[src/rtl/rom_loader_pkg.sv]
`default_nettype none
// ============================================================================
// Module      : rom_loader_pkg
// Description : Shared types and constants for the ROM loading path.
// Revision    : 1.0 - initial release
// ============================================================================
package rom_loader_pkg;

    // Width shared with the sys block's rom_remain counter.
    localparam int c_byte_cnt_w = 24;

    localparam logic [7:0] c_pad_byte_default = 8'hFF;

    typedef enum logic [1:0] {
        ST_IDLE  = 2'd0,
        ST_LOAD  = 2'd1,
        ST_FLUSH = 2'd2,
        ST_DONE  = 2'd3
    } state_t;

    function automatic logic [c_byte_cnt_w-1:0] sat_inc(input logic [c_byte_cnt_w-1:0] v);
        return (&v) ? v : v + c_byte_cnt_w'(1);
    endfunction

endpackage
`default_nettype wire

[src/rtl/rom_sdram_writer_if.sv]
`default_nettype none
// ============================================================================
// Module      : rom_sdram_writer_if
// Description : SDRAM loader-port write request/acknowledge bundle.
// Revision    : 1.0 - initial release
// ============================================================================
interface rom_sdram_writer_if #(
    parameter int ADDR_W = 22
);
    logic              mem_req;
    logic [ADDR_W-1:0] mem_addr;
    logic [15:0]       mem_din;
    logic              mem_ack;

    modport master (output mem_req, output mem_addr, output mem_din, input mem_ack);
    modport slave  (input mem_req, input mem_addr, input mem_din, output mem_ack);
endinterface
`default_nettype wire

[src/rtl/word_fifo.sv]
`default_nettype none
// ============================================================================
// Module      : word_fifo
// Description : Small first-word-fall-through FIFO with wrap-bit pointers.
// Revision    : 1.0 - initial release
// ============================================================================
module word_fifo #(
    parameter int DEPTH = 8,
    parameter int WIDTH = 16
) (
    input  logic             clk,
    input  logic             resetn,
    input  logic             push,
    input  logic [WIDTH-1:0] din,
    input  logic             pop,
    output logic [WIDTH-1:0] dout,
    output logic             empty,
    output logic             full
);

    localparam int c_aw = $clog2(DEPTH);

    logic [c_aw:0]      r_wr_ptr;
    logic [c_aw:0]      r_rd_ptr;
    logic [WIDTH-1:0]   r_mem [DEPTH];
    logic               w_do_push;
    logic               w_do_pop;

    assign empty = (r_wr_ptr == r_rd_ptr);
    assign full  = (r_wr_ptr[c_aw] != r_rd_ptr[c_aw]) &&
                   (r_wr_ptr[c_aw-1:0] == r_rd_ptr[c_aw-1:0]);

    // A pop in the same cycle frees the slot a push into a full FIFO needs.
    assign w_do_pop  = pop && !empty;
    assign w_do_push = push && (!full || w_do_pop);

    assign dout = r_mem[r_rd_ptr[c_aw-1:0]];

    always_ff @(posedge clk) begin
        if (w_do_push) begin
            r_mem[r_wr_ptr[c_aw-1:0]] <= din;
        end
    end

    always_ff @(posedge clk or negedge resetn) begin
        if (!resetn) begin
            r_wr_ptr <= '0;
            r_rd_ptr <= '0;
        end else begin
            if (w_do_push) begin
                r_wr_ptr <= r_wr_ptr + (c_aw+1)'(1);
            end
            if (w_do_pop) begin
                r_rd_ptr <= r_rd_ptr + (c_aw+1)'(1);
            end
        end
    end

endmodule
`default_nettype wire

[src/rtl/rom_sdram_writer.sv]
`default_nettype none
// ============================================================================
// Module      : rom_sdram_writer
// Description : Packs the SPI ROM byte stream into 16-bit little-endian words
//               and writes them to SDRAM through a small word FIFO.
// Revision    : 1.0 - initial release
// ============================================================================
module rom_sdram_writer
    import rom_loader_pkg::*;
#(
    parameter int              FIFO_DEPTH = 8,
    parameter int              ADDR_W     = 22,
    parameter logic [ADDR_W-1:0] BASE_ADDR = '0,
    parameter logic [7:0]      PAD_BYTE   = c_pad_byte_default
) (
    input  logic                    clk,
    input  logic                    resetn,
    input  logic                    rom_loading,
    input  logic [7:0]              rom_do,
    input  logic                    rom_do_valid,
    rom_sdram_writer_if.master      mem,
    output logic                    busy,
    output logic                    load_done,
    output logic [c_byte_cnt_w-1:0] byte_count,
    output logic                    overflow
);

    state_t                  r_state;
    state_t                  w_state_nxt;

    logic                    r_pending;
    logic [7:0]              r_latched;
    logic [c_byte_cnt_w-1:0] r_byte_count;
    logic                    r_overflow;

    logic                    r_req;
    logic [ADDR_W-1:0]       r_addr;
    logic [15:0]             r_din;

    logic                    w_start;
    logic                    w_accept;
    logic                    w_ending;
    logic                    w_fifo_push;
    logic [15:0]             w_fifo_din;
    logic                    w_fifo_pop;
    logic [15:0]             w_fifo_dout;
    logic                    w_fifo_empty;
    logic                    w_fifo_full;

    assign w_start    = (r_state == ST_IDLE) && rom_loading;
    assign w_accept   = (r_state == ST_LOAD) && rom_do_valid;
    assign w_ending   = (r_state == ST_LOAD) && !rom_loading;
    assign w_fifo_pop = !r_req && !w_fifo_empty;

    always_ff @(posedge clk or negedge resetn) begin
        if (!resetn) begin
            r_state <= ST_IDLE;
        end else begin
            r_state <= w_state_nxt;
        end
    end

    always_comb begin
        w_state_nxt = r_state;
        w_fifo_push = 1'b0;
        w_fifo_din  = {rom_do, r_latched};
        busy        = 1'b0;
        load_done   = 1'b0;
        case (r_state)
            ST_IDLE: begin
                if (rom_loading) begin
                    w_state_nxt = ST_LOAD;
                end
            end
            ST_LOAD: begin
                busy = 1'b1;
                if (w_accept && r_pending) begin
                    w_fifo_push = 1'b1;
                    w_fifo_din  = {rom_do, r_latched};
                end else if (w_ending && w_accept) begin
                    w_fifo_push = 1'b1;
                    w_fifo_din  = {PAD_BYTE, rom_do};
                end else if (w_ending && r_pending) begin
                    w_fifo_push = 1'b1;
                    w_fifo_din  = {PAD_BYTE, r_latched};
                end
                if (w_ending) begin
                    w_state_nxt = ST_FLUSH;
                end
            end
            ST_FLUSH: begin
                busy = 1'b1;
                if (w_fifo_empty && !r_req) begin
                    w_state_nxt = ST_DONE;
                end
            end
            ST_DONE: begin
                load_done   = 1'b1;
                w_state_nxt = ST_IDLE;
            end
            default: begin
                w_state_nxt = ST_IDLE;
            end
        endcase
    end

    // Byte packing and status; the upstream cannot stall, so a full FIFO drops.
    always_ff @(posedge clk or negedge resetn) begin
        if (!resetn) begin
            r_byte_count <= '0;
            r_overflow   <= 1'b0;
            r_pending    <= 1'b0;
            r_latched    <= '0;
        end else if (w_start) begin
            r_byte_count <= '0;
            r_overflow   <= 1'b0;
            r_pending    <= 1'b0;
        end else begin
            if (w_accept) begin
                r_byte_count <= sat_inc(r_byte_count);
            end
            if (w_accept && !r_pending) begin
                r_latched <= rom_do;
            end
            if (w_ending) begin
                r_pending <= 1'b0;
            end else if (w_accept) begin
                r_pending <= !r_pending;
            end
            if (w_fifo_push && w_fifo_full && !w_fifo_pop) begin
                r_overflow <= 1'b1;
            end
        end
    end

    // Write port: request held stable until acknowledged.
    always_ff @(posedge clk or negedge resetn) begin
        if (!resetn) begin
            r_req  <= 1'b0;
            r_addr <= '0;
            r_din  <= '0;
        end else begin
            if (w_start) begin
                r_addr <= BASE_ADDR;
            end else if (r_req && mem.mem_ack) begin
                r_addr <= r_addr + ADDR_W'(1);
            end
            if (w_fifo_pop) begin
                r_req <= 1'b1;
                r_din <= w_fifo_dout;
            end else if (r_req && mem.mem_ack) begin
                r_req <= 1'b0;
            end
        end
    end

    word_fifo #(
        .DEPTH (FIFO_DEPTH),
        .WIDTH (16)
    ) u_fifo (
        .clk    (clk),
        .resetn (resetn),
        .push   (w_fifo_push),
        .din    (w_fifo_din),
        .pop    (w_fifo_pop),
        .dout   (w_fifo_dout),
        .empty  (w_fifo_empty),
        .full   (w_fifo_full)
    );

    assign mem.mem_req  = r_req;
    assign mem.mem_addr = r_addr;
    assign mem.mem_din  = r_din;
    assign byte_count   = r_byte_count;
    assign overflow     = r_overflow;

endmodule
`default_nettype wire

[src/flat_wrapper.sv]
// flat-port wrapper written by rule: the top's interface ports become plain ports
module rom_sdram_writer_flat import rom_loader_pkg::*;
#(
    parameter int              FIFO_DEPTH = 8,
    parameter int              ADDR_W     = 22,
    parameter logic [ADDR_W-1:0] BASE_ADDR = '0,
    parameter logic [7:0]      PAD_BYTE   = c_pad_byte_default
)
  (clk, resetn, rom_loading, rom_do, rom_do_valid, busy, load_done, byte_count, overflow, mem_mem_req, mem_mem_addr, mem_mem_din, mem_mem_ack);
  rom_sdram_writer_if #(.ADDR_W(ADDR_W)) mem_i ();
  input  logic clk;
  input  logic resetn;
  input  logic rom_loading;
  input  logic [7:0] rom_do;
  input  logic rom_do_valid;
  output logic busy;
  output logic load_done;
  output logic [c_byte_cnt_w-1:0] byte_count;
  output logic overflow;
  output wire logic [$bits(mem_i.mem_req)-1:0] mem_mem_req;
  output wire logic [$bits(mem_i.mem_addr)-1:0] mem_mem_addr;
  output wire logic [$bits(mem_i.mem_din)-1:0] mem_mem_din;
  input wire logic [$bits(mem_i.mem_ack)-1:0] mem_mem_ack;
  assign mem_mem_req = mem_i.mem_req;
  assign mem_mem_addr = mem_i.mem_addr;
  assign mem_mem_din = mem_i.mem_din;
  assign mem_i.mem_ack = mem_mem_ack;
  rom_sdram_writer #(.FIFO_DEPTH(FIFO_DEPTH), .ADDR_W(ADDR_W), .BASE_ADDR(BASE_ADDR), .PAD_BYTE(PAD_BYTE)) u_core (.clk(clk), .resetn(resetn), .rom_loading(rom_loading), .rom_do(rom_do), .rom_do_valid(rom_do_valid), .mem(mem_i), .busy(busy), .load_done(load_done), .byte_count(byte_count), .overflow(overflow));
endmodule
[config.mk]
export PLATFORM = sky130hd
export DESIGN_NAME = rom_sdram_writer_flat
export DESIGN_NICKNAME = d
export VERILOG_FILES = /design/src/rtl/rom_loader_pkg.sv /design/src/rtl/rom_sdram_writer_if.sv /design/src/rtl/word_fifo.sv /design/src/rtl/rom_sdram_writer.sv /design/src/flat_wrapper.sv
export SDC_FILE = /design/constraint.sdc
export NUM_CORES = 1
export LEC_CHECK = 0
export ABC_AREA = 1
export BUFFER_PORTS_ARGS = -buffer_cell sky130_fd_sc_hd__buf_2
export CORE_ASPECT_RATIO = 1.4
export CORE_MARGIN = 4
export CORE_UTILIZATION = 55
export DETAILED_ROUTE_END_ITERATION = 16
export GPL_ROUTABILITY_DRIVEN = 0
export HOLD_SLACK_MARGIN = 0.1
export PLACE_DENSITY_LB_ADDON = 0.2
export SLEW_MARGIN = 40
export SYNTH_ARGS = -nofsm -noshare
export SYNTH_HDL_FRONTEND = slang
export SYNTH_SLANG_ARGS = --single-unit
[constraint.sdc]
create_clock -name clk -period 4 [get_ports clk]
set_input_delay 0.8 -clock clk [delete_from_list [all_inputs] [get_ports clk]]
set_output_delay 0.8 -clock clk [all_outputs]
set_load 0.005 [all_outputs]
==> results.yml <==
status:
  status: "finished, final reports clean"
sta:
  timing.final.ws_setup_ns: 1.463
  rsz0062_at_grt: "no"
  hold_violations: 0
  finalSetupViolCount: 0
  finalCritPeriodShare_pct: 63.42
  fin_setup_tns_ns: 0
  max_freq_ghz: 0.3942
  maxSlewViolCount: 0
  tightest_slew_ns: 0.7671
  clock_skew_ns: 0.01669
  final.min_clock_period_ns: 2.537
  relSlewSlack_pct: 48.32
critical_path:
  rr_startpoint: "u_core.r_state[1]$_DFFE_PN0P_"
  r2r_slack_ns: 1.46
  crit_start: "u_core.r_state[1]$_DFFE_PN0P_"
  crit_path_end: "u_core.u_fifo.r_mem[6][6]$_DFFE_PP_"
  timing.rr.end: "u_core.u_fifo.r_mem[6][6]$_DFFE_PP_"
  criticalPathCategory: "reg2reg"
  critPathLaunchType: "flip-flop"
  cp_max_fo: 11
  cp_data_arrival_time_ns: 2.71
  cp_data_required_time_ns: 4.17
  ff2ff_path_depth: 9
  worstSetupEndpointType: "flip-flop"
clocking:
  cts_root_buf: "clkbuf_16"
  cts_hold_buf: 0
  path_clk_slew_ns: 0.07
  clock_latency_ns: 0.49
  tritoncts: "yes"
  post_cts_buffers: 0
  cts_buffer_depth: 3
  ctsResizeCount: 0
  htree_levels: 1
  clkSinkCount: 211
  numCtsBuffers: 21
place:
  hpwl_um: 13740
  port_buffers: 78
  pre_cts_ws_ns: 1.256
yosys:
  ys_ff_latch: 211
  yosys_warnings: 0
  netlist_area_um2: 9514
  syn_avg_cell_area_um2: 9.572
  postSynthCellCount: 994
  synth.yosys.seq_area_share_pct: 62.23
  syn_nets: 1016
  synthDistinctLibCells: 33
floorplan:
  rows: 56
  die_area_um2: 19500
  num_io_pins: 79
  die_x_um: 119.2
  start_util_pct: 56.34
  fp.dieH_um: 163.6
  coreArea_um2: 16890
hold_path:
  hp-class: "in2async"
global_routing:
  grt_usage_pct: 22.23
  grt_remaining_overflow: 0
  antenna_found_initial: 0
  first_global_vias: 6809
  grt_pass1_wl_um: 34470
  grt_max_degree: 67
final_layout:
  drive_gt1_share_pct: 14.22
  n_fill_cell: 1384
  area_growth_pct: 13.69
  antenna_cells: 0
  final_util_pct: 64.06
  fin_nets: 1098
power:
  p_per_area_nw_per_um2: 631.8
  swShare_pct: 35.60
  combPwrFrac_pct: 31.1
  p_leak_nw: 4.631
  p_sw_mw: 2.433
  peakVddDrop_uv: 373.5
  pwr-share-seq_pct: 41.9
  p_int_mw: 4.401
  clockPowerShare_pct: 27.1
routing:
  remaining_drc_errors: 0
  via_count: 7109
  viasPerCell: 5.377
  antenna_left: 0
  initialDrtViolationCount: 456
  first_pass_iters: 5
  finalWirelength_um: 21610
  drt-wirelength-per-cell_um: 16.34
run:
  drv_cap: 0
==> worst max-delay path, stage by stage (launching register included) <==
cell and delay [ns]:
dfrtp_1 0.41, inv_1 0.11, ha_1 0.19, nand2_1 0.16, nor2_1 0.18, nor2_1 0.05
nand2_1 0.15, nand3_1 0.21, nor3_2 0.44, buf_4 0.32
==> worst min path at each step <==
stage                                 startpoint                                  to  depth (start not counted)
2_1_floorplan    u_core.r_latched[0]$_DFFE_PN0P_     u_core.r_latched[0]$_DFFE_PN0P_                          2
4_1_cts                                   resetn  u_core.mem.mem_addr[0]$_DFFE_PN0P_                          1
3_3_place_gp   u_core.mem.mem_din[3]$_DFFE_PN0P_   u_core.mem.mem_din[3]$_DFFE_PN0P_                          2
6_report                                  resetn  u_core.mem.mem_addr[0]$_DFFE_PN0P_                          1
5_1_grt                                   resetn  u_core.mem.mem_addr[2]$_DFFE_PN0P_                          1
3_5_place_dp   u_core.mem.mem_din[8]$_DFFE_PN0P_   u_core.mem.mem_din[8]$_DFFE_PN0P_                          2
==> placed cells by master (no fill, tap or decap), drive strengths merged, types with 2 or more instances in the layout <==
| cell | count |
|---|---|
| a211oi | 2 |
| a21oi | 12 |
| buf | 95 |
| clkbuf | 27 |
| clkinv | 3 |
| clkinvlp | 5 |
| dfrtp | 83 |
| edfxtp | 128 |
| ha | 9 |
| inv | 73 |
| nand2 | 287 |
| nand3 | 47 |
| nand3b | 2 |
| nand4 | 7 |
| nor2 | 126 |
| nor3 | 12 |
| o21ai | 113 |
| o21bai | 5 |
| o22ai | 32 |
| xnor2 | 7 |
| xor2 | 8 |
==> synth_stat cells <==
cell type,number,area share (%)
a211oi_1,2,0.16
a21oi_1,12,0.63
and3_1,1,0.066
buf_2,11,0.58
buf_6,4,0.47
clkbuf_1,21,0.83
dfrtp_1,83,22
edfxtp_1,128,40
ha_1,9,1.2
inv_1,69,2.7
inv_2,3,0.12
mux2i_1,1,0.11
nand2_1,282,11
nand2_2,5,0.33
nand3_1,44,2.3
nand3_2,3,0.32
nand3b_1,2,0.16
nand4_1,7,0.46
nor2_1,118,4.7
nor2_2,5,0.33
nor2_4,3,0.36
nor3_1,12,0.63
nor4_1,1,0.066
o211ai_1,1,0.079
o21a_1,1,0.079
o21ai_0,94,4.9
o21ai_1,16,0.84
o21ai_2,3,0.28
o21bai_1,5,0.39
o22ai_1,32,2.1
or2_2,1,0.066
xnor2_1,7,0.64
xor2_1,8,0.74
==> power groups by stage <==
stage                     Clock, mW  Sequential, mW  Combinational (mW)
after floorplan                   0            2.88                1.51
after global placement            0            2.90                2.09
after detailed placement          0            2.90                2.13
after CTS                      1.89            2.86                2.15
after global routing           1.97            2.90                2.43
final                          1.85            2.86                2.12
==> per-layer routing <==
layer	up-vias	global-route usage [%]	part of all wire (%)
met4	0	9.331	3.5
li1	3493	-	-
met3	52	3.187	5.3
met5	-	0	0
met2	206	38.56	50
met1	3358	27.99	41
==> cells by family after synthesis <==
logic type,count (synthesis),synth area share (%)
simple gates,484,20.87
flops,211,62.23
compound gates,166,9.508
buf+inv,108,4.721
xor+xnor,15,1.381
fa+ha+maj,9,1.184
mux,1,0.1052
==> through the flow <==
step	power [mW]	hold WS, ns	area [um2]	std cells
final	6.834	0.3815	10820	1322
after global routing	7.294	0.4273	10820	1322
after CTS	6.896	0.3945	10820	1322
after detailed placement	5.034	0.4603	10170	1285
after global placement	4.984	0.4584	10170	1285
after floorplan	4.395	0.4534	9514	994
==> registers in the layout, summed over array words and instances, names as in the netlist <==
signal and cells:
u_core.u_fifo.r_mem 128, u_core.byte_count 24, u_core.mem.mem_addr 22, u_core.mem.mem_din 16, u_core.r_latched 8, u_core.u_fifo.r_rd_ptr 4
u_core.u_fifo.r_wr_ptr 4, u_core.r_state 2, u_core.mem.mem_req 1, u_core.overflow 1, u_core.r_pending 1
==> area by class of cell <==
type | instances | area [um2] | share of cell area, %
multi-input combinational | 675 | 3164 | 29.25
clock buffer | 27 | 558.0 | 5.159
timing repair buffer | 95 | 520.5 | 4.812
sequential | 211 | 5922 | 54.75
tap | 232 | 290.3 | 2.684
inverter | 72 | 270.3 | 2.499
clock inverter | 10 | 91.34 | 0.8444
Note: power is estimated with default switching activity, not from simulation.
